[config.mk]
export PLATFORM = sky130hd
export DESIGN_NAME = adc_scan_sequencer_generic_flat
export DESIGN_NICKNAME = d
export VERILOG_FILES = /design/src/rtl/adc_scan_sequencer_generic_if.sv /design/src/rtl/adc_scan_sequencer_generic.sv /design/src/flat_wrapper.sv
export SDC_FILE = /design/constraint.sdc
export NUM_CORES = 1
export LEC_CHECK = 0
export CORE_MARGIN = 1
export CORE_UTILIZATION = 53
export DETAILED_ROUTE_END_ITERATION = 7
export PLACE_DENSITY = 0.8
export SETUP_SLACK_MARGIN = 0.2
export SLEW_MARGIN = 20
export SYNTH_ARGS = -nofsm -noshare
export SYNTH_HDL_FRONTEND = slang
export SYNTH_SLANG_ARGS = --single-unit
[constraint.sdc]
create_clock -name clk -period 7.95 [get_ports clk]
set_clock_uncertainty 0.05 [all_clocks]
set_input_delay 0.795 -clock clk [delete_from_list [all_inputs] [get_ports clk]]
set_output_delay 0.795 -clock clk [all_outputs]
set_load 0.005 [all_outputs]
[src/rtl/adc_scan_sequencer_generic_if.sv]
// adc_scan_sequencer_generic_if: request/result/serial bundle between the scan sequencer and its host/ADC
interface adc_scan_sequencer_generic_if #(
  parameter int Channel_Count = 8,
  parameter int Data_Width = 12
);
  localparam int Addr_Width = $clog2(Channel_Count);
  logic clk_en, single_req, scan_req, continuous_en, stop_req;
  logic [Addr_Width-1:0] channel_addr;
  logic [Channel_Count-1:0] channel_mask;
  logic req_ack, busy, scan_done, sample_strobe;
  logic [Addr_Width-1:0] sample_channel;
  logic [Data_Width-1:0] sample_data;
  logic [Channel_Count*Data_Width-1:0] channels_out;
  logic [Channel_Count-1:0] channel_valid;
  logic sclk, cs_n, copi, copi_en, cipo;
  modport slave (
    input clk_en, single_req, scan_req, continuous_en, stop_req, channel_addr, channel_mask, cipo,
    output req_ack, busy, scan_done, sample_strobe, sample_channel, sample_data, channels_out,
    channel_valid, sclk, cs_n, copi, copi_en
  );
  modport master (
    output clk_en, single_req, scan_req, continuous_en, stop_req, channel_addr, channel_mask, cipo,
    input req_ack, busy, scan_done, sample_strobe, sample_channel, sample_data, channels_out,
    channel_valid, sclk, cs_n, copi, copi_en
  );
endinterface

[src/rtl/adc_scan_sequencer_generic.sv]
// adc_scan_sequencer_generic: serial ADC scan sequencer with pipelined addressing and result bank
module adc_scan_sequencer_generic #(
  parameter int Channel_Count = 8,
  parameter int Data_Width = 12,
  parameter int Frame_Width = 16,
  parameter int Addr_Lsb = 11,
  parameter int Half_Period = 10,
  parameter int Scan_Gap = 4
) (
  input logic clk,
  input logic async_rst,
  adc_scan_sequencer_generic_if.slave bus
);
  localparam int AW = $clog2(Channel_Count);
  localparam int BW = $clog2(Frame_Width + 1);
  typedef enum logic [2:0] {S_IDLE, S_EMPTY, S_SETUP, S_SHIFT, S_STORE, S_HOLD, S_GAP} state_t;
  state_t r_state;
  logic [15:0] r_tick;
  logic [BW-1:0] r_bit;
  logic [Frame_Width-1:0] r_tx, r_rx;
  logic [Channel_Count-1:0] r_todo, r_valid;
  logic [Channel_Count-1:0][Data_Width-1:0] r_bank;
  logic [AW-1:0] r_cur, r_sch;
  logic [Data_Width-1:0] r_sdata;
  logic r_drop, r_cont, r_stop, r_busy, r_ack, r_done, r_strobe, r_sclk, r_cs_n, r_copi, r_copi_en;
  logic [Channel_Count-1:0] w_init_mask;
  logic [AW-1:0] w_first, w_second;
  logic [Frame_Width-1:0] w_word_first, w_word_second;
  logic w_hp_end, w_gap_end;
  function automatic logic [AW-1:0] lowest(input logic [Channel_Count-1:0] m);
    lowest = '0;
    for (int k = Channel_Count - 1; k >= 0; k--) if (m[k]) lowest = AW'(k);
  endfunction
  // r_todo holds list entries not yet assigned to a frame; the frame in flight returns r_cur
  assign w_init_mask = (r_state == S_IDLE) ? (bus.scan_req ? bus.channel_mask : Channel_Count'(1) << bus.channel_addr) : bus.channel_mask;
  assign w_first = lowest(r_todo);
  assign w_second = lowest(r_todo & ~(Channel_Count'(1) << w_first));
  assign w_word_first = Frame_Width'(w_first) << Addr_Lsb;
  assign w_word_second = Frame_Width'(w_second) << Addr_Lsb;
  assign w_hp_end = r_tick == 16'(Half_Period - 1);
  assign w_gap_end = r_tick == 16'(Scan_Gap - 1);
  always_ff @(posedge clk or posedge async_rst)
    if (async_rst) begin
      r_state <= S_IDLE;
      r_tick <= '0;
      r_bit <= '0;
      r_tx <= '0;
      r_rx <= '0;
      r_todo <= '0;
      r_valid <= '0;
      r_bank <= '0;
      r_cur <= '0;
      r_sch <= '0;
      r_sdata <= '0;
      {r_drop, r_cont, r_stop, r_busy, r_ack, r_done, r_strobe, r_copi, r_copi_en} <= '0;
      r_sclk <= 1'b1;
      r_cs_n <= 1'b1;
    end else begin
      r_ack <= 1'b0;
      r_done <= 1'b0;
      r_strobe <= 1'b0;
      if (bus.clk_en) begin
        if (r_busy && bus.stop_req) r_stop <= 1'b1;
        case (r_state)
          S_IDLE: if (bus.scan_req || bus.single_req) begin
            r_ack <= 1'b1;
            r_busy <= 1'b1;
            r_cont <= bus.scan_req && bus.continuous_en;
            r_stop <= 1'b0;
            r_tick <= '0;
            r_state <= (w_init_mask == '0) ? S_EMPTY : S_SETUP;
            r_cs_n <= w_init_mask == '0;
            r_copi_en <= w_init_mask != '0;
            r_todo <= w_init_mask & ~Channel_Count'(1);
            r_cur <= '0;
            r_drop <= ~w_init_mask[0];
          end
          S_EMPTY: begin
            r_done <= 1'b1;
            r_busy <= 1'b0;
            r_state <= S_IDLE;
          end
          S_SETUP: begin
            r_tick <= w_hp_end ? '0 : r_tick + 16'd1;
            if (w_hp_end) begin
              r_state <= S_SHIFT;
              r_sclk <= 1'b0;
              r_copi <= w_word_first[Frame_Width-1];
              r_tx <= w_word_first << 1;
              r_bit <= '0;
            end
          end
          S_SHIFT: begin
            r_tick <= w_hp_end ? '0 : r_tick + 16'd1;
            if (w_hp_end) begin
              if (!r_sclk) begin
                r_sclk <= 1'b1;
                r_rx <= {r_rx[Frame_Width-2:0], bus.cipo};
                r_bit <= r_bit + 1'b1;
              end else if (r_bit == BW'(Frame_Width)) r_state <= S_STORE;
              else begin
                r_sclk <= 1'b0;
                r_copi <= r_tx[Frame_Width-1];
                r_tx <= r_tx << 1;
              end
            end
          end
          S_STORE: begin
            if (!r_drop) begin
              r_bank[r_cur] <= r_rx[Data_Width-1:0];
              r_valid[r_cur] <= 1'b1;
              r_strobe <= 1'b1;
              r_sch <= r_cur;
              r_sdata <= r_rx[Data_Width-1:0];
            end
            r_done <= r_todo == '0;
            r_tick <= '0;
            if (r_todo == '0 || r_stop || bus.stop_req) begin
              r_state <= S_HOLD;
              r_copi <= 1'b0;
            end else begin
              r_state <= S_SHIFT;
              r_cur <= w_first;
              r_todo <= r_todo & ~(Channel_Count'(1) << w_first);
              r_drop <= 1'b0;
              r_sclk <= 1'b0;
              r_copi <= w_word_second[Frame_Width-1];
              r_tx <= w_word_second << 1;
              r_bit <= '0;
            end
          end
          S_HOLD: begin
            r_tick <= w_hp_end ? '0 : r_tick + 16'd1;
            if (w_hp_end) begin
              r_cs_n <= 1'b1;
              r_copi_en <= 1'b0;
              r_state <= (r_cont && !r_stop && !bus.stop_req) ? S_GAP : S_IDLE;
              r_busy <= r_cont && !r_stop && !bus.stop_req;
            end
          end
          S_GAP: begin
            r_tick <= w_gap_end ? '0 : r_tick + 16'd1;
            if (w_gap_end) begin
              if (w_init_mask == '0 || r_stop || bus.stop_req) begin
                r_state <= S_IDLE;
                r_busy <= 1'b0;
              end else begin
                r_state <= S_SETUP;
                r_cs_n <= 1'b0;
                r_copi_en <= 1'b1;
                r_todo <= w_init_mask & ~Channel_Count'(1);
                r_cur <= '0;
                r_drop <= ~w_init_mask[0];
              end
            end
          end
          default: r_state <= S_IDLE;
        endcase
      end
    end
  assign bus.req_ack = r_ack;
  assign bus.busy = r_busy;
  assign bus.scan_done = r_done;
  assign bus.sample_strobe = r_strobe;
  assign bus.sample_channel = r_sch;
  assign bus.sample_data = r_sdata;
  assign bus.channels_out = r_bank;
  assign bus.channel_valid = r_valid;
  assign bus.sclk = r_sclk;
  assign bus.cs_n = r_cs_n;
  assign bus.copi = r_copi;
  assign bus.copi_en = r_copi_en;
endmodule
[src/flat_wrapper.sv]
// flat-port wrapper written by rule: the top's interface ports become plain ports
module adc_scan_sequencer_generic_flat 
#(
  parameter int Channel_Count = 8,
  parameter int Data_Width = 12,
  parameter int Frame_Width = 16,
  parameter int Addr_Lsb = 11,
  parameter int Half_Period = 10,
  parameter int Scan_Gap = 4
)
  (clk, async_rst, bus_clk_en, bus_single_req, bus_scan_req, bus_continuous_en, bus_stop_req, bus_channel_addr, bus_channel_mask, bus_cipo, bus_req_ack, bus_busy, bus_scan_done, bus_sample_strobe, bus_sample_channel, bus_sample_data, bus_channels_out, bus_channel_valid, bus_sclk, bus_cs_n, bus_copi, bus_copi_en);
  adc_scan_sequencer_generic_if #(.Channel_Count(Channel_Count), .Data_Width(Data_Width)) bus_i ();
  input logic clk;
  input logic async_rst;
  input wire logic [$bits(bus_i.clk_en)-1:0] bus_clk_en;
  input wire logic [$bits(bus_i.single_req)-1:0] bus_single_req;
  input wire logic [$bits(bus_i.scan_req)-1:0] bus_scan_req;
  input wire logic [$bits(bus_i.continuous_en)-1:0] bus_continuous_en;
  input wire logic [$bits(bus_i.stop_req)-1:0] bus_stop_req;
  input wire logic [$bits(bus_i.channel_addr)-1:0] bus_channel_addr;
  input wire logic [$bits(bus_i.channel_mask)-1:0] bus_channel_mask;
  input wire logic [$bits(bus_i.cipo)-1:0] bus_cipo;
  output wire logic [$bits(bus_i.req_ack)-1:0] bus_req_ack;
  output wire logic [$bits(bus_i.busy)-1:0] bus_busy;
  output wire logic [$bits(bus_i.scan_done)-1:0] bus_scan_done;
  output wire logic [$bits(bus_i.sample_strobe)-1:0] bus_sample_strobe;
  output wire logic [$bits(bus_i.sample_channel)-1:0] bus_sample_channel;
  output wire logic [$bits(bus_i.sample_data)-1:0] bus_sample_data;
  output wire logic [$bits(bus_i.channels_out)-1:0] bus_channels_out;
  output wire logic [$bits(bus_i.channel_valid)-1:0] bus_channel_valid;
  output wire logic [$bits(bus_i.sclk)-1:0] bus_sclk;
  output wire logic [$bits(bus_i.cs_n)-1:0] bus_cs_n;
  output wire logic [$bits(bus_i.copi)-1:0] bus_copi;
  output wire logic [$bits(bus_i.copi_en)-1:0] bus_copi_en;
  assign bus_i.clk_en = bus_clk_en;
  assign bus_i.single_req = bus_single_req;
  assign bus_i.scan_req = bus_scan_req;
  assign bus_i.continuous_en = bus_continuous_en;
  assign bus_i.stop_req = bus_stop_req;
  assign bus_i.channel_addr = bus_channel_addr;
  assign bus_i.channel_mask = bus_channel_mask;
  assign bus_i.cipo = bus_cipo;
  assign bus_req_ack = bus_i.req_ack;
  assign bus_busy = bus_i.busy;
  assign bus_scan_done = bus_i.scan_done;
  assign bus_sample_strobe = bus_i.sample_strobe;
  assign bus_sample_channel = bus_i.sample_channel;
  assign bus_sample_data = bus_i.sample_data;
  assign bus_channels_out = bus_i.channels_out;
  assign bus_channel_valid = bus_i.channel_valid;
  assign bus_sclk = bus_i.sclk;
  assign bus_cs_n = bus_i.cs_n;
  assign bus_copi = bus_i.copi;
  assign bus_copi_en = bus_i.copi_en;
  adc_scan_sequencer_generic #(.Channel_Count(Channel_Count), .Data_Width(Data_Width), .Frame_Width(Frame_Width), .Addr_Lsb(Addr_Lsb), .Half_Period(Half_Period), .Scan_Gap(Scan_Gap)) u_core (.clk(clk), .async_rst(async_rst), .bus(bus_i));
endmodule
==> results.ini, run 1 <==
[timing]
report.final.setup_viol=0
number_of_slew_limit_violations_in_the_final_report=0
pin_slew_with_the_least_headroom_to_its_limit_ps=1080
final-hold-violation-count=0
setup_tns_ps=0
hold-worst-slack_ps=423
layout_worst_path_cycle_share_pct=50.2
rsz0062_at_grt=no
post-route-worst-setup-slack_ps=3960
period_minus_slack_ps=3990
relSlewSlack_pct=27.4
fmax_mhz=250

[route]
post_drt_via_cell_ratio=6.01
post-route-drc-count=0
drt-initial-drc-count=411
postRouteWirelength_mm=20.3
via_count=6039
postRouteAntennaNets=0
detail_route.first_pass.iterations=5
wire_per_inst_um=20.2

[critical_path]
timing_worst_setup_path_type=reg -> reg
crit_chain=nor3b_2 > nand3b_2 > inv_2 > nand2_1 > nor3_2 > mux2_2
cp.buffers_inverters=1
r2r.worst_path.cells=6
worstSetupPathDepth=6
timing.critical_path.to_type=flop
worst_ep_arrival_time_ps=4260
worst_path_max_delay_cell=nor3_2
critPathTopFamily=simple AND/OR/NAND/NOR gates
timing.critical_path.slowest_cell_delay_ps=840
critical_path_start_type=flop
cp_data_required_time_ps=8220
cp_max_fo=28

[synthesis]
yosys.area.top_type_share_pct=55.0
seq_area_frac_synth_pct=55.6
synth_nets=716
synthArstFlopShare_pct=100
area_of_the_mapped_netlist_sq_um=8150
synth_largest_area_cell=dfrtp_1
synth.distinct_cells=73
synth.avg_cell_area_sq_um=11.8
post_synth_main_area_contributors=dfrtp_1, mux2_2, mux2_1
synth_enable_flop_cells=0
synthCells=693
synth_seq_cells=181
synth_warnings=0
synth-main-ff-cell=dfrtp_1

[placed_design]
place_congestion=0.835
port-buffer-count=145
dp.cells=973
place_worst_setup_slack_ps=3960
placed_cell_area_sq_um=9660
dpl.hpwl_mm=14.0

[floorplan]
start_util_pct=55.2
coreArea_sq_um=14800
die_area_sq_um=15900
boundaryPins=146
die-width_um=126
die_h_um=126
floorplan.rows=44

[clock_network]
cts_sinks=181
cts-htree-levels=4
cts_setup_buffers=0
tritoncts=done
postCtsResizedCells=0
postCtsHoldBufs=0
clockBufferDepth=2
insertion_delay_ps=430
clk_root_buffer_cell=clkbuf_16
worst_setup_hold_path_clk_slew_ps=70
number_of_clock_buffers_inserted_by_tritoncts=17

[layout]
finish.instance_area_sq_um=10200
insertedDiodeCount=0
fillers=1059
seq_area_sq_um=4530
syn_to_final_growth_pct=25.7
layout.cells.most_common=dfrtp_1
layout-drive-gt1-share_pct=18.8
area_of_the_multi_input_gates_sq_um=3370
fin_nets=831
final_cell_count_no_fill=1005
most-common-layout-cells=dfrtp_1, clkdlybuf4s50_1, mux2_2
final_util_pct=69.4

[pwr]
maximum_vdd_drop_mv=0.156
power_frac_seq_pct=47.6
netSwitchingFraction_pct=31.7
p_int_mw=1.61
pwr-share-clk_pct=34.8
p_per_area_nw_per_um2=230
leakage_nw=4.75
post-layout-total-power_mw=2.35
pwr-share-comb_pct=17.6
power_switching_uw=746

[grt]
antenna_found_initial=0
first_global_vias=6056
track_usage_pct=27.2
pin_count_of_the_biggest_net_entering_global_routing=102
grt_remaining_overflow=0
wire_length_of_the_first_global_routing_pass_mm=33.0

[run]
timing.max_cap.violations=0

[worst_hold_path]
min_path_type=reg -> reg
min_delay_path_depth=1

[outcome]
outcome=complete, no violations

## sequential cells by signal (all words and copies together) (netlist names)
name / flops
u_core.bus.sclk: 1
u_core.r_cur: 3
u_core.r_todo: 8
u_core.bus.cs_n: 1
u_core.r_tx: 4
u_core.r_stop: 1
u_core.r_tick: 16
u_core.bus.copi: 1
u_core.bus.busy: 1
u_core.bus.scan_done: 1
u_core.bus.sample_data: 12
u_core.r_bit: 5
u_core.r_rx: 12
u_core.bus.sample_channel: 3
u_core.bus.copi_en: 1
u_core.r_drop: 1
u_core.bus.channels_out: 96
u_core.bus.sample_strobe: 1
u_core.r_state: 3
u_core.r_cont: 1
u_core.bus.channel_valid: 8
u_core.bus.req_ack: 1
## worst register-to-register path, cell delays in order (launching register included)
cell and delay (ps):
dfrtp_1 700, nor3b_2 760, nand3b_2 520, inv_2 410, nand2_1 180, nor3_2 840
mux2_2 420
## synth_stat cells (10+ instances only)
cell type / number
dfrtp_1: 179
mux2_2: 87
nand2_1: 64
nor2_1: 46
clkbuf_1: 33
mux2_1: 29
a21oi_1: 18
buf_2: 13
inv_1: 13
nand3_1: 11
o21ai_0: 11
a31oi_1: 10
xor2_1: 10
## power groups by stage
stage               sequential [mW]  combinational [mW]  clock, mW
finish                         1.12               0.415      0.818
global route                   1.13               0.467      0.870
CTS                            1.12               0.416      0.827
floorplan                      1.05               0.368          0
global placement               1.13               0.405          0
detailed placement             1.13               0.413          0
## per-layer routing
metal	routed length, um	part of all wire, %	vias up	global-route usage (%)
met4	510	2.5	0	10.4
met2	10100	50	225	44.6
met5	0	0	-	0
li1	-	-	2701	-
met1	8710	43	3069	35.9
met3	1020	5.0	44	5.23
## final cells by class
| class | instances | area share, % |
|---|---|---|
| Inverter | 14 | 0.562 |
| Timing Repair Buffer | 148 | 14.4 |
| Tap cell | 184 | 2.25 |
| Clock inverter | 14 | 1.41 |
| Clock buffer | 18 | 4.19 |
| Sequential cell | 181 | 44.3 |
| Multi-Input combinational cell | 446 | 32.9 |
## cell families (layout without fill, tap and decap cells)
kind of cell	after synthesis	after routing	share of synthesized area [%]
buffers and inverters	66	194	3.43
AO/OA/AOI/OAI	97	97	8.22
adder cells (fa/ha/maj)	5	5	0.737
XOR/XNOR	15	15	1.61
AND/OR/NAND/NOR	213	213	14.3
multiplexers	116	116	16.0
flip-flops	181	181	55.6
## worst paths after layout
| path | from | endpoint | slack [ps] |
|---|---|---|---|
| min | u_core.bus.channel_valid[4] | u_core.bus.channel_valid[4] | 420 |
| min in group asynchronous | async_rst | u_core.bus.channels_out[50] | 900 |
| max | u_core.r_state[0] | u_core.bus.channels_out[13] | 3960 |
| max reg2reg | u_core.r_state[0] | u_core.bus.channels_out[13] | 3960 |
| max in group asynchronous | async_rst | u_core.r_rx[7] | 5370 |
| min reg2reg | u_core.bus.channel_valid[4] | u_core.bus.channel_valid[4] | 420 |
Note: power is estimated with default switching activity, not from simulation.
==> run 2: changes to the inputs <==
- CORE_UTILIZATION: 53 -> 48
- PLACE_DENSITY: 0.8 -> 0.77
- clock period: 7.95 -> 3.2 ns (I/O delays scaled with it)
==> results.ini, run 2 (synthesis results as in run 1) <==
[clock_network]
clk_root_buffer_cell=clkbuf_16
number_of_clock_buffers_inserted_by_tritoncts=17
insertion_delay_ps=420
postCtsResizedCells=0
cts_sinks=181
worst_setup_hold_path_clk_slew_ps=70
clockBufferDepth=2
tritoncts=done
cts-htree-levels=4
postCtsHoldBufs=0
cts_setup_buffers=0

[critical_path]
worst_ep_arrival_time_ps=2950
cp.buffers_inverters=1
worst_r2r_end=u_core.r_bit[4]
worst_r2r_startpoint=u_core.r_tick[11]
timing.critical_path.to_type=flop
critPathTopFamily=simple AND/OR/NAND/NOR gates
reg2reg_setup_slack_ps=530
timing.critical_path.slowest_cell_delay_ps=610
cp_max_fo=11
critical_path_start_type=flop
cp_data_required_time_ps=3480
timing_worst_setup_path_type=reg -> reg
r2r.worst_path.cells=6
crit_chain=or4_4 > nor4_4 > buf_4 > a31oi_1 > or2_1 > o31ai_1
worst_path_max_delay_cell=or4_4

[timing]
period_minus_slack_ps=2670
pin_slew_with_the_least_headroom_to_its_limit_ps=924
fmax_mhz=375
setup_tns_ps=0
report.final.setup_viol=0
relSlewSlack_pct=38.1
hold-worst-slack_ps=325
final-hold-violation-count=0
number_of_slew_limit_violations_in_the_final_report=0
layout_worst_path_cycle_share_pct=83.4
rsz0062_at_grt=no

[layout]
most-common-layout-cells=dfrtp_1, clkdlybuf4s50_1, mux2_2
fillers=1270
fin_nets=851
largest_register_ff_count=96
layout.cells.most_common=dfrtp_1
finish.instance_area_sq_um=10500
insertedDiodeCount=0
syn_to_final_growth_pct=28.8
layout-drive-gt1-share_pct=20.7

[run]
timing.max_cap.violations=0

[pwr]
maximum_vdd_drop_mv=0.449
pwr-share-comb_pct=18.7
pwr-share-clk_pct=37.0
p_per_area_nw_per_um2=583
power_frac_seq_pct=44.3
netSwitchingFraction_pct=30.1
leakage_nw=4.87
p_int_mw=4.27
power_switching_mw=1.84

[route]
post-route-drc-count=0
detail_route.first_pass.iterations=4
post_drt_via_cell_ratio=5.61
wire_per_inst_um=18.6
drt-initial-drc-count=473
via_count=5954
postRouteWirelength_mm=19.8
postRouteAntennaNets=0

[placed_design]
placed_cell_area_sq_um=9850
place_congestion=0.877
port-buffer-count=145
dpl.hpwl_mm=13.9

[floorplan]
floorplan.rows=47
die-width_um=132
die_h_um=132
coreArea_sq_um=16600
die_area_sq_um=17500
start_util_pct=49.1
boundaryPins=146

[grt]
track_usage_pct=23.7
wire_length_of_the_first_global_routing_pass_mm=32.4
first_global_vias=5968
grt_remaining_overflow=0
antenna_found_initial=0
pin_count_of_the_biggest_net_entering_global_routing=156

[worst_hold_path]
min_path_type=in -> async

[outcome]
outcome=complete, no violations

==> run 2: final cells by class <==
cell class / count / area (sq um) / area share, %
Sequential cell: 181 / 4530 / 43.2
Clock buffer: 18 / 429 / 4.09
Multi-Input combinational cell: 446 / 3350 / 31.9
Tap cell: 220 / 275 / 2.62
Inverter: 14 / 56.3 / 0.536
Timing Repair Buffer: 168 / 1640 / 15.6
Clock inverter: 14 / 215 / 2.05
==> run 2: power groups by stage <==
stage          sequential, mW  clock (mW)  combinational, mW
3_3_place_gp             2.73           0               1.11
2_1_floorplan            2.60           0              0.914
5_1_grt                  2.73        2.39               1.27
6_report                 2.71        2.26               1.14
4_1_cts                  2.70        2.29               1.14
3_5_place_dp             2.74           0               1.13
==> run 2: through the flow <==
step	setup slack, ps	util [%]	power, mW	cells
4_1_cts	534	63.3	6.13	1061
3_5_place_dp	463	59.4	3.87	1029
5_1_grt	359	63.3	6.39	1061
3_3_place_gp	536	59.4	3.83	1029
6_report	531	63.3	6.12	1061
2_1_floorplan	509	-	3.51	693
==> run 2: worst min-delay path, stage by stage <==
cell             delay [ps]
clkdlybuf4s50_1         440
clkinvlp_4              110
buf_4                   330
==> run 2: worst max-delay path by stage <==
stage,slack (ps),cells past startpoint,to,from
after floorplan,510,1,u_core.bus.busy,async_rst
after global placement,540,7,u_core.bus.channels_out[31],bus_clk_en
after CTS,530,6,u_core.r_cur[2],u_core.r_tick[0]
final,530,6,u_core.r_bit[4],u_core.r_tick[11]
after detailed placement,460,7,u_core.bus.channels_out[27],bus_clk_en
after global routing,360,5,u_core.r_tx[13],u_core.r_todo[5]
==> run 2: metal layers <==
| layer | vias up | wire [um] | track usage, % | part of all wire [%] |
|---|---|---|---|---|
| li1 | 2727 | - | - | - |
| met1 | 3001 | 8540 | 31.4 | 43 |
| met2 | 198 | 9820 | 39.2 | 50 |
| met3 | 28 | 984 | 4.27 | 5.0 |
| met4 | 0 | 420 | 8.24 | 2.1 |
| met5 | - | 0 | 0 | 0 |
==> run 3: changes to the inputs <==
- CORE_UTILIZATION: 48 -> 53
- PLACE_DENSITY: 0.77 -> 0.8
- clock period: 3.2 -> 2.7 ns (I/O delays scaled with it)
==> results.ini, run 3 (synthesis results as in run 1) <==
[pwr]
p_per_area_nw_per_um2=690
leakage_nw=5.04
maximum_vdd_drop_mv=0.481

[floorplan]
coreArea_sq_um=14800
die-width_um=126
start_util_pct=55.2
boundaryPins=146
die_h_um=126
floorplan.rows=44
die_area_sq_um=15900

[layout]
layout-drive-gt1-share_pct=24.7
layout.cells.most_common=dfrtp_1
largest_register_ff_count=96
syn_to_final_growth_pct=32.6
fillers=969
fin_nets=876
most-common-layout-cells=dfrtp_1, clkdlybuf4s50_1, mux2_2
insertedDiodeCount=0

[run]
timing.max_cap.violations=0

[route]
via_count=6193
postRouteAntennaNets=0
drt-initial-drc-count=428
post_drt_via_cell_ratio=5.90
detail_route.first_pass.iterations=5
wire_per_inst_um=19.9
postRouteWirelength_mm=20.9
post-route-drc-count=0

[timing]
layout_worst_path_cycle_share_pct=94.9
setup_tns_ps=0
hold-worst-slack_ps=68.1
pin_slew_with_the_least_headroom_to_its_limit_ps=642
fmax_mhz=390
relSlewSlack_pct=57.2
rsz0062_at_grt=yes
period_minus_slack_ps=2560
final-hold-violation-count=0
number_of_slew_limit_violations_in_the_final_report=0
report.final.setup_viol=0

[clock_network]
clk_root_buffer_cell=clkbuf_16
insertion_delay_ps=440
cts_sinks=181
postCtsHoldBufs=0
tritoncts=done
clockBufferDepth=2
cts-htree-levels=4
number_of_clock_buffers_inserted_by_tritoncts=17
worst_setup_hold_path_clk_slew_ps=70

[critical_path]
r2r.worst_path.cells=11
timing_worst_setup_path_type=reg -> reg
cp_max_fo=4
cp_data_required_time_ps=3020
worst_ep_arrival_time_ps=2880
critical_path_start_type=flop
reg2reg_setup_slack_ps=140
timing.critical_path.to_type=flop

[grt]
pin_count_of_the_biggest_net_entering_global_routing=78
grt_remaining_overflow=0
antenna_found_initial=0
wire_length_of_the_first_global_routing_pass_mm=34.2
track_usage_pct=27.9
first_global_vias=6359

[placed_design]
port-buffer-count=145
place_congestion=0.841
dpl.hpwl_mm=14.5

[worst_hold_path]
min_path_type=in -> async

[outcome]
outcome=complete, no violations

## run 3: cell count changes in the layout (fill, tap and decap cells not counted), moves of 4 or more
cell / before / now
buf_4: 22 / 38
buf_6: 0 / 5
buf_12: 1 / 5
clkinv_4: 0 / 4
clkinvlp_4: 5 / 1
## run 3: routing by layer
layer / track usage, % / wire [um] / up-vias
met3: 5.18 / 1000 / 33
met5: 0 / 0 / -
met4: 10.6 / 456 / 0
met1: 37.2 / 8950 / 3131
met2: 45.7 / 10500 / 238
li1: - / - / 2791
## run 3: critical path, cell delays in order (launching register included)
cell and delay [ps]:
dfrtp_1 400, buf_6 130, inv_4 60, ha_4 130, or4bb_4 470, nor4_4 290
buf_4 190, buf_6 100, buf_6 100, nor2_4 40, a2111o_1 410, o21ai_2 130
## run 3: per-stage QoR
| step | utilization, % | area, sq um | instances | setup slack (ps) | power [mW] |
|---|---|---|---|---|---|
| 4_1_cts | 72.4 | 10700 | 1045 | 195 | 7.33 |
| 6_report | 73.2 | 10800 | 1050 | 139 | 7.46 |
| 5_1_grt | 73.2 | 10800 | 1050 | 85.3 | 7.82 |
| 2_1_floorplan | - | 8150 | 693 | 59.1 | 4.16 |
| 3_5_place_dp | 67.4 | 9950 | 1005 | 68.1 | 4.71 |
| 3_3_place_gp | 67.4 | 9950 | 1005 | 162 | 4.67 |
## run 3: final cells by class
cell class / instances / area (sq um) / share of cell area (%)
clock inverters: 15 / 195 / 1.81
clock buffers: 17 / 425 / 3.94
repair buffers: 193 / 1890 / 17.5
multi-input cells: 446 / 3460 / 32.1
well taps: 184 / 230 / 2.13
inverters: 14 / 58.8 / 0.544
flip-flops and latches: 181 / 4530 / 42.0
## run 3: worst paths after layout
| kind | from | to |
|---|---|---|
| max | u_core.r_tick[1] | u_core.r_state[0] |
| min | async_rst | u_core.bus.channels_out[71] |
| max reg2reg | u_core.r_tick[1] | u_core.r_state[0] |
| min reg2reg | u_core.bus.cs_n | u_core.bus.cs_n |
| max in group asynchronous | async_rst | u_core.bus.channels_out[42] |
| min in group clk | bus_continuous_en | u_core.r_cont |
## run 3: report_power, final
| part | total [mW] | leakage (nW) | internal, mW | switching (mW) |
|---|---|---|---|---|
| sequential | 3.14 | 2.48 | 2.91 | 0.229 |
| combinational | 1.76 | 2.26 | 0.777 | 0.979 |
| clock | 2.56 | 0.305 | 1.41 | 1.15 |
| total | 7.46 | 5.04 | 5.10 | 2.35 |
## run 3: what timing repair did
action,4_1_cts,5_1_grt
setup endpoints to repair,7,14
pin swaps,3,6
cloned,0,0
resized for setup,7,21
buffers inserted,8,5
